--- src/rtl/mm_col_drive_timer_pkg.sv ---
// Shared mux types used by the column drive timer.
// PFS: column addressing. MM_STATES: mux states and the drive-timer phases.
package PFS;
  localparam int MOTOR_COLS = 8;
  localparam int COL_W      = $clog2(MOTOR_COLS);
  typedef logic [COL_W-1:0] col_addr_t;
endpackage

package MM_STATES;
  typedef enum logic [1:0] {
    MM_IDLE,
    MM_SCAN,
    DRIVE,
    FINALIZE
  } mm_state_t;

  typedef enum logic [2:0] {
    T_IDLE,
    T_PRE,
    T_ON,
    T_POST,
    T_DONE,
    T_WAIT
  } drv_phase_t;
endpackage

--- src/rtl/mm_col_drive_timer_phase_counter.sv ---
// mm_phase_counter: loadable down-counter with a zero flag.
// A load takes priority. A decrement only happens while the count is nonzero,
// so the count can never wrap.
module mm_phase_counter #(
  parameter int W = 16
) (
  input  logic         clock,
  input  logic         reset_n,
  input  logic         load_i,
  input  logic [W-1:0] load_val_i,
  input  logic         dec_i,
  output logic         zero_o
);

  logic [W-1:0] cnt_q;
  logic [W-1:0] cnt_d;

  // Next count: load wins; otherwise count down, saturating at zero
  always_comb begin
    cnt_d = cnt_q;
    if (load_i) begin
      cnt_d = load_val_i;
    end else if (dec_i && (cnt_q != '0)) begin
      cnt_d = cnt_q - W'(1);
    end
  end

  // Count register
  always_ff @(posedge clock or negedge reset_n) begin
    if (!reset_n) begin
      cnt_q <= '0;
    end else begin
      cnt_q <= cnt_d;
    end
  end

  assign zero_o = (cnt_q == '0);

endmodule

--- src/rtl/mm_col_drive_timer.sv ---
// mm_col_drive_timer: per-column drive window sequencer for the motor mux.
// The window runs: pre dead-time, on-time (drive_en high), post dead-time,
// and then a one-cycle col_done pulse.
// Optional feature: define MM_DRIVE_DEAD_TIME_EN to enable the pre and post
// dead-time phases. When it is undefined, the window is on-time followed by done.
//
// One shared counter holds "phase length - 1". The FSM leaves a timed phase in
// the cycle the counter reads zero, so a phase of length L lasts exactly L cycles.
module mm_col_drive_timer
  import MM_STATES::*;
  import PFS::*;
#(
  parameter int CNT_W     = 16,
  parameter int DEAD_TIME = 8
) (
  input  logic             clock,
  input  logic             reset_n,
  input  mm_state_t        state,
  input  col_addr_t        col,
  input  col_addr_t        last_active_col,
  input  logic [CNT_W-1:0] drive_ticks,
  output logic             drive_en,
  output logic             col_done,
  output logic             last_col,
  output logic             busy
);

`ifdef MM_DRIVE_DEAD_TIME_EN
  localparam bit DEAD_EN = 1'b1;
`else
  localparam bit DEAD_EN = 1'b0;
`endif
  localparam int EFF_DEAD = DEAD_EN ? DEAD_TIME : 0;
  localparam logic [CNT_W-1:0] DEAD_LOAD = (EFF_DEAD > 0) ? CNT_W'(EFF_DEAD - 1) : '0;

  drv_phase_t       phase_q, phase_d;
  logic [CNT_W-1:0] ticks_q, ticks_d;
  logic             drive_en_q, col_done_q, busy_q, last_col_q;
  logic             cnt_load, cnt_dec, cnt_zero;
  logic [CNT_W-1:0] cnt_val;
  logic             in_drive;

  assign in_drive = (state == DRIVE);

  mm_phase_counter #(.W(CNT_W)) u_cnt (
    .clock      (clock),
    .reset_n    (reset_n),
    .load_i     (cnt_load),
    .load_val_i (cnt_val),
    .dec_i      (cnt_dec),
    .zero_o     (cnt_zero)
  );

  // Next phase and counter control. Leaving DRIVE aborts any active phase.
  always_comb begin
    phase_d  = phase_q;
    ticks_d  = ticks_q;
    cnt_load = 1'b0;
    cnt_dec  = 1'b0;
    cnt_val  = '0;
    case (phase_q)
      T_IDLE: begin
        if (in_drive) begin
          ticks_d  = drive_ticks;
          cnt_load = 1'b1;
          if (EFF_DEAD != 0) begin
            phase_d = T_PRE;
            cnt_val = DEAD_LOAD;
          end else if (drive_ticks == '0) begin
            phase_d = T_DONE;
          end else begin
            phase_d = T_ON;
            cnt_val = drive_ticks - CNT_W'(1);
          end
        end
      end
      T_PRE: begin
        if (!in_drive) begin
          phase_d = T_IDLE;
        end else if (cnt_zero) begin
          cnt_load = 1'b1;
          if (ticks_q == '0) begin
            phase_d = T_POST;
            cnt_val = DEAD_LOAD;
          end else begin
            phase_d = T_ON;
            cnt_val = ticks_q - CNT_W'(1);
          end
        end else begin
          cnt_dec = 1'b1;
        end
      end
      T_ON: begin
        if (!in_drive) begin
          phase_d = T_IDLE;
        end else if (cnt_zero) begin
          if (EFF_DEAD != 0) begin
            phase_d  = T_POST;
            cnt_load = 1'b1;
            cnt_val  = DEAD_LOAD;
          end else begin
            phase_d = T_DONE;
          end
        end else begin
          cnt_dec = 1'b1;
        end
      end
      T_POST: begin
        if (!in_drive) begin
          phase_d = T_IDLE;
        end else if (cnt_zero) begin
          phase_d = T_DONE;
        end else begin
          cnt_dec = 1'b1;
        end
      end
      T_DONE: begin
        phase_d = in_drive ? T_WAIT : T_IDLE;
      end
      T_WAIT: begin
        if (!in_drive) begin
          phase_d = T_IDLE;
        end
      end
      default: phase_d = T_IDLE;
    endcase
  end

  // Phase and latched on-time. The outputs are registered from the next phase.
  always_ff @(posedge clock or negedge reset_n) begin
    if (!reset_n) begin
      phase_q    <= T_IDLE;
      ticks_q    <= '0;
      drive_en_q <= 1'b0;
      col_done_q <= 1'b0;
      busy_q     <= 1'b0;
    end else begin
      phase_q    <= phase_d;
      ticks_q    <= ticks_d;
      drive_en_q <= (phase_d == T_ON);
      col_done_q <= (phase_d == T_DONE);
      busy_q     <= (phase_d != T_IDLE);
    end
  end

  // Last-column flag, independent of the window FSM
  always_ff @(posedge clock or negedge reset_n) begin
    if (!reset_n) begin
      last_col_q <= 1'b0;
    end else begin
      last_col_q <= (col == last_active_col);
    end
  end

  assign drive_en = drive_en_q;
  assign col_done = col_done_q;
  assign busy     = busy_q;
  assign last_col = last_col_q;

endmodule
--- config.mk ---
export PLATFORM = sky130hd
export DESIGN_NAME = mm_col_drive_timer
export DESIGN_NICKNAME = d
export VERILOG_FILES = /design/src/rtl/mm_col_drive_timer_pkg.sv /design/src/rtl/mm_col_drive_timer_phase_counter.sv /design/src/rtl/mm_col_drive_timer.sv
export SDC_FILE = /design/constraint.sdc
export NUM_CORES = 1
export LEC_CHECK = 0
export ABC_AREA = 1
export BUFFER_PORTS_ARGS = -buffer_cell sky130_fd_sc_hd__buf_4
export CORE_ASPECT_RATIO = 0.7
export CORE_MARGIN = 4
export CORE_UTILIZATION = 35
export DETAILED_ROUTE_END_ITERATION = 10
export SYNTH_ARGS = -nofsm -noshare
export SYNTH_HDL_FRONTEND = slang
export SYNTH_SLANG_ARGS = --single-unit
--- constraint.sdc ---
create_clock -name clock -period 2.2 [get_ports clock]
set_input_delay 0.11 -clock clock [delete_from_list [all_inputs] [get_ports clock]]
set_output_delay 0.11 -clock clock [all_outputs]
set_load 0.02 [all_outputs]
# [Yosys cells after proc, flatten, opt, wreduce, memory -nomap -nowiden]
# Cells that the tools add are included.
# Widths: inputs -> output; s select.
[classes] n_eq_ne=9 reduce_logical=11 n_addsub=3 muxes=25
[op_table] operator="$mux 16" count=7
[op_table] operator="$logic_not 16->1" count=3
[op_table] operator="$sub 16x1->16 const B" count=3
[op_table] operator="$pmux 16 s2" count=1
[op_table] operator="$mux 3" count=8
[op_table] operator="$reduce_bool 16->1" count=1
[op_table] operator="$pmux 3 s5" count=1
[op_table] operator="$eq 3x2->1 const B" count=3
[op_table] operator="$eq 3x3->1 const B" count=3
[op_table] operator="$mux 1" count=7
[op_table] operator="$eq 3x1->1 const B" count=1
[op_table] operator="$eq 3x3->1" count=1
[op_table] operator="$logic_not 3->1" count=1
[op_table] operator="$reduce_bool 3->1" count=1
[op_table] operator="$reduce_or 3->1" count=1
[op_table] operator="$eq 2x2->1 const B" count=1
[op_table] operator="$pmux 1 s2" count=1
[op_table] operator="$reduce_and 2->1" count=1
[op_table] operator="$reduce_bool 2->1" count=1
[op_table] operator="$reduce_or 2->1" count=1
[op_table] operator="$logic_and 1x1->1" count=1
[word_totals] output_inout_bits=4 reg_bits=39

# [Longest topological paths before layout]
[logic_depth] word_depth=7 ltp_mapped=15 mapped_depth_nobuf=14

# [Hierarchy]
# Synthesis repeated with hierarchy kept, for this count alone.
[unflattened] hier_cells=457 area_unflattened_um2=3193.1
[modules_own_cells] mod="mm_col_drive_timer" instances=1 cells_each=276 seq_area_each_um2=575.6 area_per_inst_um2=1855.5
[modules_own_cells] mod="mm_phase_counter" instances=1 cells_each=181 seq_area_each_um2=400.4 area_per_inst_um2=1337.5

# [Worst setup path before layout]
# Ideal clock, no wire load.
[synth_path] path_type="reg-to-reg" from="register u_cnt.cnt_q[0]" to="register u_cnt.cnt_q[8]" synth_period_minus_slack_ns=1.610 stages_incl_launch_ff=15 setup_slack_ns=0.590 t_required_ns=2.076 setup_time_ns=0.124 path_buffers=1 t_arrival_ns=1.486 cell_sequence="dfrtp_1 -> inv_1 -> ha_1 -> inv_1 -> nor2_1 -> nand2_1 -> nor2_4 -> nand2_4 -> nand2_4 -> buf_6 -> nor2_1 -> nand2_1 -> nand2_1 -> nand2_1 -> nand3_1"
[synth_via] elab_chain_len=6 elab_cells_between_ends=16
[synth_lines] element="start, declared" line_no="mm_col_drive_timer_phase_counter.sv:15" text="logic [W-1:0] cnt_q;"
[synth_lines] element="start signal, assigned" line_no="mm_col_drive_timer_phase_counter.sv:33" text="cnt_q <= cnt_d;"
[synth_lines] element="parallel branches: the longest is 6 deep, another holds $sub 16x1->16"
# Several ways; the timed one is not identified. The select of a mux whose other input is x is not followed.
# A chain may end at the register's enable or synchronous reset.

# [Worst setup path after layout]
[layout_path] from="register u_cnt.cnt_q[1]" to="register u_cnt.cnt_q[11]"
# Same word-level chain as after synthesis.

==> reports/metrics.csv <==
stage,metric,value,unit
clocking,H-tree levels,2,
drt,# DRC,0,
placed_design,GPL Wtd Cong,0.958,
synth,Post-Syn Area per Cell,6.43,um2
worst_setup_path,crit end category,flip-flop,
sta,Max-Slew Margin vs Limit,63.9,%
drt,drt wl/cell,14.8,um
sta,Final TNS setup,0,ns
drt,via/cell ratio,5.01,
worst_setup_path,"Buf+Inv Stages, Crit Path",3,
power_and_ir_drop,Switching Share,36.3,%
synth,synthesized area,0.00318,mm2
sta,worst slew pin tran,0.542,ns
sta,Worst Skew,0.00539,ns
layout,# nets final,560,
clocking,clock buffer depth,2,
floorplanning,die area,0.0107,mm2
grt,initial antenna violation count,0,
placed_design,port bufs,29,
drt,met3 wire length,971,um
floorplanning,starting density of the core,36.8,%
worst_setup_path,RR Endpoint,u_cnt.cnt_q[11],
synth,total nets after synthesis,526,
drt,drt total wl,9640,um
worst_setup_path,type of origin of the critical path,flip-flop,
sta,WHS,0.0616,ns
power_and_ir_drop,power per standard cell area,712,mW/mm2
power_and_ir_drop,Net Sw Power,0.964,mW
worst_hold_path,WHS Path Cells,3,
placed_design,estimated wirelength of the detail-placed design,7620,um
worst_setup_path,Crit path depth,14,
clocking,postcts setup bufs,0,
power_and_ir_drop,Logic pwr share,30.0,%
sta,Slew Limit Fails,0,
worst_hold_path,min-delay src,drive_ticks[12],
worst_hold_path,Worst Hold Class,input port to flip-flop,
sta,"Hold Vio Cnt, Final",0,
sta,Tcrit/Tclk final,89.9,%
worst_setup_path,CP max-delay cell,dfrtp_1,
drt,Metal-1 WL,4770,um
synth,Synth Register Bits,39,
worst_setup_path,crit path from,u_cnt.cnt_q[1],
worst_setup_path,worst endpoint required time,2.42,ns
drt,met2 routed WL,3750,um
floorplanning,core box area,0.00865,mm2
drt,initial DRC count,296,
worst_setup_path,worst reg-to-reg path cell count,14,
worst_setup_path,R2R Setup Slk,0.22,ns
synth,Ys Warns,0,
worst_setup_path,critical path's top delay family,simple AND/OR/NAND/NOR gates,
clocking,clock sink count,39,
synth,ys async rst share,100,%
clocking,Inserted Clock Buffers,5,
worst_setup_path,r2r startpoint,u_cnt.cnt_q[1],
floorplanning,DIE WIDTH,122,um
worst_setup_path,critical-path cell list,inv_1 -> ha_1 -> inv_1 -> nor2_2 -> nand2_1 -> nor2_4 -> nand2_4 -> nand2_2 -> nand2_8 -> nand2_4 -> inv_4 -> nor2_1 -> nand2_1 -> nand2_1,
drt,DRT Pass-1 Iters,7,
power_and_ir_drop,sequential share of power,37.2,%
drt,DR vias,3256,
job,max cap viols,0,
run_status,outcome,finished clean,
layout,# diodes,0,
clocking,"CTS clk-pin slew, worst paths",0.06,ns
power_and_ir_drop,Pint,1.69,mW
drt,post-route ant nets,0,
layout,fraction of layout cells with a size suffix above 1,14.7,%
grt,vias in the first global route,2998,
grt,global route total overflow,0,
synth,count of cell types in the netlist,35,
worst_setup_path,Crit Path Max Fanout,15,
synth,Post-synth EDFFs,0,
power_and_ir_drop,Pleak,1.79,nW
sta,Final Critical Period,1.98,ns
power_and_ir_drop,Clock Power Share,32.8,%
power_and_ir_drop,VDD IR max,0.381,mV
clocking,clock latency on the worst-skew pair,0.29,ns
worst_setup_path,"most used cell, CP",nand2_1,
drt,max layer used,met4,
clocking,CTS tree,done,
sta,final setup violation count,0,
layout,area delta synth->final,17.3,%
synth,"Top FF cell, synth",dfrtp_1,
synth,register area share after synthesis,30.7,%
worst_setup_path,CP peak stage delay,0.37,ns
grt,first-pass GRT wire length,15800,um
grt,gr usage total,19.1,%
floorplanning,# rows,28,
grt,largest net degree at the start of global routing,40,
sta,RSZ-0062 raised after global routing,false,
floorplanning,chip height,87.8,um
floorplanning,IO Count,30,
worst_hold_path,Worst Hold End,ticks_q[12],
worst_setup_path,Worst EP arrival,2.20,ns
sta,Fmax,506,MHz
clocking,Root Buffer,clkbuf_16,
synth,Synth Instances,495,
worst_setup_path,CP Class,flip-flop to flip-flop,
[cells in the final DEF, fill, tap and decap left out, drive strengths merged, types with 6 or more instances in the layout]
| cell | Yosys | routed |
|---|---|---|
| inv | 58 | 59 |
| nor2 | 92 | 92 |
| dfrtp | 39 | 39 |
| xor2 | 15 | 15 |
| buf | 4 | 33 |
| nand2 | 168 | 168 |
| nand3 | 51 | 51 |
| o21ai | 26 | 26 |
| xnor2 | 7 | 7 |
| clkbuf | 3 | 6 |
| nand4 | 6 | 6 |
[layout make-up]
type | instances | area (um2)
Clock inverter | 2 | 35.0
Tap cell | 120 | 150
Fill cell | 924 | 4920
Sequential cell | 39 | 976
Clock buffer | 6 | 139
Inverter | 60 | 230
Timing Repair Buffer | 34 | 258
Multi-Input combinational cell | 389 | 1940
[cells by family (layout without fill, tap and decap cells)]
family	after synthesis	in the layout	synth area share, %
xor gates and xnor gates	22	22	6.05
adders and majority gates	5	5	1.97
AOI/OAI and AO/OA	35	35	6.49
DFF	39	39	30.7
and+or+nand+nor	327	327	46.0
buffers and inverters	67	102	8.84
[Yosys cell counts (2+ instances only)]
library cell	instances	share of area (%)
o21ai_1	3	0.47
nand2_2	5	0.98
nand4_1	6	1.2
nand3b_1	4	0.94
nor3_1	4	0.63
nor2_4	7	2.5
dfrtp_1	39	31
a21oi_1	2	0.31
nand3_2	3	0.94
nor2_2	9	1.8
o22ai_1	2	0.39
nand3_1	48	7.5
nand2_4	4	1.4
buf_6	3	1.1
xor2_1	15	4.1
xnor2_1	7	1.9
nand2_1	159	19
inv_1	56	6.6
ha_1	5	2.0
o21ai_0	22	3.5
clkbuf_1	3	0.35
nor2_1	76	9.0
[per-stage QoR]
| stage | setup WS (ns) | std cells | power (mW) | instance area [um2] | utilization, % |
|---|---|---|---|---|---|
| final | 0.223 | 650 | 2.66 | 3730 | 43.1 |
| after global routing | 0.0226 | 650 | 2.85 | 3730 | 43.1 |
| after CTS | 0.165 | 650 | 2.66 | 3710 | 42.9 |
| after detailed placement | 0.187 | 641 | 1.78 | 3530 | 40.8 |
| after global placement | 0.243 | 641 | 1.77 | 3530 | 40.8 |
| after floorplan | 0.590 | 495 | 1.51 | 3180 | - |
[worst max path at each step]
stage,endpoint,slack (ns)
3_3_place_gp,u_cnt.cnt_q[11],0.24
6_report,u_cnt.cnt_q[11],0.22
5_1_grt,u_cnt.cnt_q[11],0.02
4_1_cts,u_cnt.cnt_q[11],0.16
2_1_floorplan,u_cnt.cnt_q[8],0.59
3_5_place_dp,u_cnt.cnt_q[11],0.19
[worst register-to-register path: stages, from the launching register on]
cell	delay, ns
dfrtp_1	0.37
inv_1	0.13
ha_1	0.18
inv_1	0.06
nor2_2	0.11
nand2_1	0.10
nor2_4	0.16
nand2_4	0.12
nand2_2	0.13
nand2_8	0.12
nand2_4	0.12
inv_4	0.07
nor2_1	0.11
nand2_1	0.07
nand2_1	0.07
[metal layers]
metal | global-route usage, % | vias up
li1 | - | 1608
met1 | 30.1 | 1498
met2 | 25.9 | 137
met3 | 4.33 | 13
met4 | 4.37 | 0
met5 | 0 | -
[sequential cells by signal (all words and copies together) (netlist names)]
signal       flops
busy             1
col_done         1
drive_en         1
last_col         1
phase_q          3
ticks_q         16
u_cnt.cnt_q     16
[power groups by stage]
stage | Combinational [mW] | Clock [mW] | Sequential, mW
2_1_floorplan | 0.552 | 0 | 0.961
3_3_place_gp | 0.770 | 0 | 0.996
3_5_place_dp | 0.777 | 0 | 0.999
4_1_cts | 0.786 | 0.887 | 0.988
5_1_grt | 0.902 | 0.931 | 1.01
6_report | 0.796 | 0.872 | 0.990
[repair_timing]
action,in CTS,in global routing
resized for setup,0,5
setup endpoints to repair,0,11
hold buffers,1,0
endpoints found under the hold margin,39,0
No activity file was read; power rests on OpenSTA's default activity.
